<file path="src/rtl/sync_pulse_pkg.sv">
// Shared edge-mode encodings and the per-channel edge qualifier
// for the multi-channel pulse synchronizer.
package sync_pulse_pkg;

    localparam logic [1:0] EDGE_ANY  = 2'b00;
    localparam logic [1:0] EDGE_RISE = 2'b01;
    localparam logic [1:0] EDGE_FALL = 2'b10;
    localparam logic [1:0] EDGE_OFF  = 2'b11;

    function automatic logic edge_hit(
        input logic [1:0] mode,
        input logic       cur,
        input logic       prv
    );
        logic hit;
        hit = 1'b0;
        unique case (mode)
            EDGE_ANY:  hit = cur ^ prv;
            EDGE_RISE: hit = cur & ~prv;
            EDGE_FALL: hit = ~cur & prv;
            EDGE_OFF:  hit = 1'b0;
            default:   hit = 1'b0;
        endcase
        return hit;
    endfunction

endpackage

</file>
<file path="src/rtl/sync_pulse_chan.sv">
// One channel: synchronizer chain, edge detect, sticky pending and
// overrun flags, saturating event counter.
module sync_pulse_chan
    import sync_pulse_pkg::*;
#(
    parameter int         SYNC_STAGE = 2,
    parameter int         CNT_W      = 8,
    parameter logic [1:0] MODE       = EDGE_ANY
) (
    input  logic             clk,
    input  logic             rst_n,
    input  logic             sig_async_i,
    input  logic             warm_done_i,
    input  logic             clr_i,
    input  logic             ack_i,
    output logic             pulse_o,
    output logic             pend_o,
    output logic             overrun_o,
    output logic [CNT_W-1:0] cnt_o
);

    localparam logic [CNT_W-1:0] CNT_MAX = {CNT_W{1'b1}};

    logic [SYNC_STAGE-1:0] sync_q;
    logic                  prev_q;
    logic                  pulse_q, pulse_d;
    logic                  pend_q, pend_d;
    logic                  ovr_q, ovr_d;
    logic [CNT_W-1:0]      cnt_q, cnt_d;
    logic                  synced;
    logic                  evt;

    assign synced = sync_q[SYNC_STAGE-1];
    assign evt    = warm_done_i & edge_hit(MODE, synced, prev_q);

    always_comb begin
        pulse_d = evt;
        pend_d  = pend_q;
        ovr_d   = ovr_q;
        cnt_d   = cnt_q;
        // An event landing with the ack keeps the flag set.
        if (evt) begin
            pend_d = 1'b1;
        end else if (ack_i) begin
            pend_d = 1'b0;
        end
        if (clr_i) begin
            ovr_d = 1'b0;
        end else if (evt && pend_q && !ack_i) begin
            ovr_d = 1'b1;
        end
        if (clr_i) begin
            cnt_d = CNT_W'(evt);
        end else if (evt && cnt_q != CNT_MAX) begin
            cnt_d = cnt_q + CNT_W'(1);
        end
    end

    always_ff @(posedge clk or negedge rst_n) begin
        if (!rst_n) begin
            sync_q  <= '0;
            prev_q  <= 1'b0;
            pulse_q <= 1'b0;
            pend_q  <= 1'b0;
            ovr_q   <= 1'b0;
            cnt_q   <= '0;
        end else begin
            sync_q  <= {sync_q[SYNC_STAGE-2:0], sig_async_i};
            prev_q  <= synced;
            pulse_q <= pulse_d;
            pend_q  <= pend_d;
            ovr_q   <= ovr_d;
            cnt_q   <= cnt_d;
        end
    end

    assign pulse_o   = pulse_q;
    assign pend_o    = pend_q;
    assign overrun_o = ovr_q;
    assign cnt_o     = cnt_q;

endmodule

</file>
<file path="src/rtl/sync_pulse_multi_capture.sv">
// Multi-channel receive-side pulse synchronizer: shared warmup
// counter plus CH independent channel slices.
module sync_pulse_multi_capture
    import sync_pulse_pkg::*;
#(
    parameter int              CH         = 4,
    parameter int              SYNC_STAGE = 2,
    parameter int              CNT_W      = 8,
    parameter logic [2*CH-1:0] EDGE_MODE  = '0
) (
    input  logic                clk,
    input  logic                rst_n,
    input  logic [CH-1:0]       sig_async,
    input  logic [CH-1:0]       ack,
    input  logic                clr,
    output logic [CH-1:0]       pulse_out,
    output logic [CH-1:0]       pend,
    output logic [CH-1:0]       overrun,
    output logic [CH*CNT_W-1:0] evt_cnt
);

    localparam int         WW       = $clog2(SYNC_STAGE + 2);
    localparam logic [WW-1:0] WARM_END = WW'(SYNC_STAGE + 1);

    logic [WW-1:0] warm_q, warm_d;
    logic          warm_done;

    assign warm_done = (warm_q == WARM_END);

    always_comb begin
        warm_d = warm_q;
        if (!warm_done) begin
            warm_d = warm_q + WW'(1);
        end
    end

    // Holds off edge detection until the chains and prev regs
    // reflect the real input levels after reset release.
    always_ff @(posedge clk or negedge rst_n) begin
        if (!rst_n) begin
            warm_q <= '0;
        end else begin
            warm_q <= warm_d;
        end
    end

    for (genvar i = 0; i < CH; i++) begin : g_ch
        sync_pulse_chan #(
            .SYNC_STAGE (SYNC_STAGE),
            .CNT_W      (CNT_W),
            .MODE       (EDGE_MODE[2*i +: 2])
        ) u_chan (
            .clk         (clk),
            .rst_n       (rst_n),
            .sig_async_i (sig_async[i]),
            .warm_done_i (warm_done),
            .clr_i       (clr),
            .ack_i       (ack[i]),
            .pulse_o     (pulse_out[i]),
            .pend_o      (pend[i]),
            .overrun_o   (overrun[i]),
            .cnt_o       (evt_cnt[CNT_W*i +: CNT_W])
        );
    end

endmodule

</file>
<file path="config.mk">
export PLATFORM = sky130hd
export DESIGN_NAME = sync_pulse_multi_capture
export DESIGN_NICKNAME = d
export VERILOG_FILES = /design/src/rtl/sync_pulse_pkg.sv /design/src/rtl/sync_pulse_chan.sv /design/src/rtl/sync_pulse_multi_capture.sv
export SDC_FILE = /design/constraint.sdc
export NUM_CORES = 1
export LEC_CHECK = 0
export BUFFER_PORTS_ARGS = -buffer_cell sky130_fd_sc_hd__buf_2
export CAP_MARGIN = 20
export CELL_PAD_IN_SITES_DETAIL_PLACEMENT = 0
export CELL_PAD_IN_SITES_GLOBAL_PLACEMENT = 1
export CORE_MARGIN = 2
export CORE_UTILIZATION = 32
export CTS_BUF_LIST = sky130_fd_sc_hd__clkbuf_8
export DETAILED_ROUTE_END_ITERATION = 7
export PLACE_DENSITY = 0.66
export RECOVER_POWER = 25
export SYNTH_ARGS = -nofsm -noshare
export SYNTH_HDL_FRONTEND = slang
export SYNTH_SLANG_ARGS = --single-unit
</file>
<file path="constraint.sdc">
create_clock -name clk -period 1.6 [get_ports clk]
set_input_delay 0.32 -clock clk [delete_from_list [all_inputs] [get_ports clk]]
set_output_delay 0.32 -clock clk [all_outputs]
set_load 0.05 [all_outputs]
</file>
==> flow_summary_export.csv <==
group,metric,value,unit
run_status,status,"complete, no violations",
routing,wl_per_cell,13.7,um
job,maxCapViolations,0,
worst_setup_path,critical_path_buf_inv_count,1,
layout,final_util,0.428,
clock_tree,htreeDepth,3,
grt,grt_use_total,0.143,
worst_setup_path,path_cells,"ha_4, nand4_1, o211ai_1, buf_4, or3_1, a21oi_2",
synthesis,synth_adder_area_share,0.0238,
sta,hold_violations,0,
sta,setup_viol,0,
grt,grt_pass1_vias,2073,
routing,via_per_inst,4.99,
power,p_per_area,1090,nW/um^2
worst_setup_path,crit_path_max_fanout,5,
sta,rsz0062_at_grt,"true",
synthesis,synthArstFlopShare,1.00,
layout,syn_to_final_growth,31.4,%
synthesis,synth_top_family_by_area,"simple AND/OR/NAND/NOR gates",
floorplanning,rows,33,
clock_tree,cts.sinks,58,
floorplanning,die_area,8970,um^2
placement,dp_cells,406,
synthesis,synthFlopType,"dfrtp_1",
synthesis,syn_inst,247,
floorplanning,die_h,94.7,um
placement,dpl.hpwl,4010,um
placement,postPlaceCellArea,3140,um^2
worst_setup_path,critPathArrivalTime,1.83,ns
sta,clock_skew,0.00857,ns
synthesis,avgSynthCellArea,10.7,um^2
sta,slew_headroom,0.422,
synthesis,synth.distinct_cells,41,
worst_setup_path,r2r_slack,0.03,ns
sta,whs,0.0850,ns
layout,antenna_cells,0,
synthesis,synth-seq-cells,58,
grt,grt_max_degree,46,
worst_setup_path,regToRegEndpoint,"g_ch[1].u_chan.cnt_o[5]$_DFFE_PN0P_",
clock_tree,clk_pin_slew_worst_paths,0.07,ns
synthesis,yosys_warnings,0,
floorplanning,io_pins,55,
floorplanning,core,8090,um^2
sta,fmax,0.638,GHz
clock_tree,clock-root-buffer,"clkbuf_8",
layout,fin_cells,429,
power,p_total,3.79,mW
routing,via_count,2141,
grt,gr-total-overflow,0,
synthesis,yosysSeqAreaShare,0.551,
routing,drt_first_pass_iters,4,
synthesis,synth-xor-area-share,0.0166,
worst_setup_path,startpoint,"g_ch[1].u_chan.cnt_o[1]$_DFFE_PN0P_",
routing,drtAntennaViolNets,0,
layout,multi_input_area,1100,um^2
worst_setup_path,r2r_cells,6,
worst_setup_path,slowest_delay,0.44,ns
worst_setup_path,slowest_stage,"dfrtp_2",
worst_setup_path,critPathCaptureType,"register",
clock_tree,clk_latency,0.33,ns
sta,finalCriticalPeriod,1.57,ns
routing,drtIter0Drc,68,
layout,final_nets,335,
placement,dp_slack,-0.0138,ns
routing,wl,5880,um
grt,grt_pass1_wl,9970,um
synthesis,synth_nets,263,
synthesis,synth_edf_count,0,
worst_setup_path,path_depth,6,
floorplanning,die_x,94.7,um
synthesis,yosys.area_share.simple,0.163,
routing,drc_errors,0,
sta,worst_slew_pin_slew,0.868,ns
synthesis,synth_compound_area_frac,0.152,
layout,fillers,810,
sta,finalCritPeriodShare,0.979,
synthesis,synthMuxAreaShare,0.0238,
grt,antenna_found_initial,0,
clock_tree,cts_buffer_depth,2,
clock_tree,cts_tree,"yes",
layout,seq_area,1480,um^2
worst_setup_path,r2r_start,"g_ch[1].u_chan.cnt_o[1]$_DFFE_PN0P_",
worst_setup_path,crit_type,"register to register",
synthesis,syn-cell-area,2630,um^2
power,irDropWorstVdd,572,uV
sta,final.setup.worst_slack,0.0338,ns
worst_setup_path,endpoint,"g_ch[1].u_chan.cnt_o[5]$_DFFE_PN0P_",
floorplanning,initial_utilization,0.325,
sta,slew_viol_final,0,
placement,gp_congestion,0.784,
clock_tree,cts_buffers,9,
power,power_leakage,1.51,nW
worst_setup_path,crit_family,"flip-flops",
placement,numPortBuffers,54,
worst_setup_path,critPathLaunchType,"register",
worst_setup_path,cp.required,1.86,ns
layout,fin_area,3460,um^2
hold_path,hp-class,"primary input to register",
sta,final.setup.tns,0,ns
layout,drive_gt1_frac,0.432,
-- flip-flops by register name, summed over array words and instances, names as in the netlist --
name / cells
g_ch.u_chan.overrun_o: 4
g_ch.u_chan.pulse_o: 4
g_ch.u_chan.cnt_o: 32
warm_q: 2
g_ch.u_chan.prev_q: 4
g_ch.u_chan.sync_q: 8
g_ch.u_chan.pend_o: 4
-- where the power goes --
group          internal [mW]  switching, mW
Sequential              1.57         0.0768
Clock                  0.795          0.578
Combinational          0.251          0.522
Total                   2.61           1.18
-- Yosys cell counts (all sizes together), types with 6 or more instances --
cell type / instances / area (um^2)
nor2: 10 / 37.5
o21ai: 10 / 50.1
nand2: 11 / 41.3
a21oi: 19 / 95.1
o211ai: 8 / 70.1
dfrtp: 58 / 1450
o31ai: 6 / 45.0
buf: 17 / 124
inv: 10 / 37.5
and2: 6 / 38.8
clkbuf: 6 / 22.5
nand3: 18 / 90.1
or4: 6 / 45.0
or3: 10 / 62.6
-- routing by layer --
layer	vias up	global-route usage	wire length, um
li1	1043	-	-
met1	1032	0.176	2740
met2	59	0.232	2690
met3	7	0.0599	391
met4	0	0.0399	61
met5	-	0	0
-- cell families (layout without fill, tap and decap cells) --
| family | Yosys count | count (layout) |
|---|---|---|
| XOR/XNOR | 5 | 5 |
| adder cells (fa/ha/maj) | 5 | 5 |
| flip-flops | 58 | 58 |
| AO/OA/AOI/OAI | 61 | 61 |
| buffers and inverters | 33 | 110 |
| AND/OR/NAND/NOR | 79 | 79 |
| multiplexers | 6 | 6 |
-- worst min-delay path by stage --
stage | cells past startpoint | endpoint | start | slack [ns]
global placement | 1 | g_ch[3].u_chan.cnt_o[7]$_DFFE_PN0P_ | rst_n | 0.26
detailed placement | 1 | g_ch[3].u_chan.cnt_o[7]$_DFFE_PN0P_ | rst_n | 0.26
finish | 1 | g_ch[2].u_chan.sync_q[0]$_DFF_PN0_ | sig_async[2] | 0.08
global route | 1 | g_ch[1].u_chan.sync_q[0]$_DFF_PN0_ | sig_async[1] | 0.06
floorplan | 0 | g_ch[0].u_chan.cnt_o[0]$_DFFE_PN0P_ | rst_n | 0.02
CTS | 1 | g_ch[2].u_chan.sync_q[0]$_DFF_PN0_ | sig_async[2] | 0.07
-- layout by cell type (no fill, tap or decap), drive strengths merged, types with 2 or more instances in the layout --
| cell type | netlist | layout |
|---|---|---|
| a21o | 4 | 4 |
| a21oi | 19 | 19 |
| a31oi | 5 | 5 |
| a41oi | 2 | 2 |
| and2 | 6 | 6 |
| and3 | 3 | 3 |
| buf | 17 | 82 |
| clkbuf | 6 | 12 |
| clkinvlp | 0 | 2 |
| dfrtp | 58 | 58 |
| ha | 5 | 5 |
| inv | 10 | 11 |
| mux2 | 2 | 2 |
| mux2i | 4 | 4 |
| nand2 | 11 | 11 |
| nand3 | 18 | 18 |
| nand4 | 5 | 5 |
| nor2 | 10 | 10 |
| nor3 | 5 | 5 |
| o211ai | 8 | 8 |
| o21ai | 10 | 10 |
| o31ai | 6 | 6 |
| or3 | 10 | 10 |
| or4 | 6 | 6 |
| xor2 | 4 | 4 |
-- repair_timing --
action / 4_1_cts / 5_1_grt
hold buffers: 1 / 0
cloned: 0 / 1
buffers inserted: 0 / 5
pin swaps: 0 / 5
endpoints found under the hold margin: 13 / 0
endpoints found under the setup margin: 4 / 17
resized for setup: 2 / 13
-- area by class of cell --
cell class                      instances  share of cell area
Clock inverter                          5              0.0155
Clock buffer                           11              0.0437
Tap cell                              105              0.0379
Sequential cell                        58               0.428
Timing Repair Buffer                   84               0.147
Inverter                               10              0.0108
Multi-Input combinational cell        156               0.317
(Power assumes the default switching activity.)
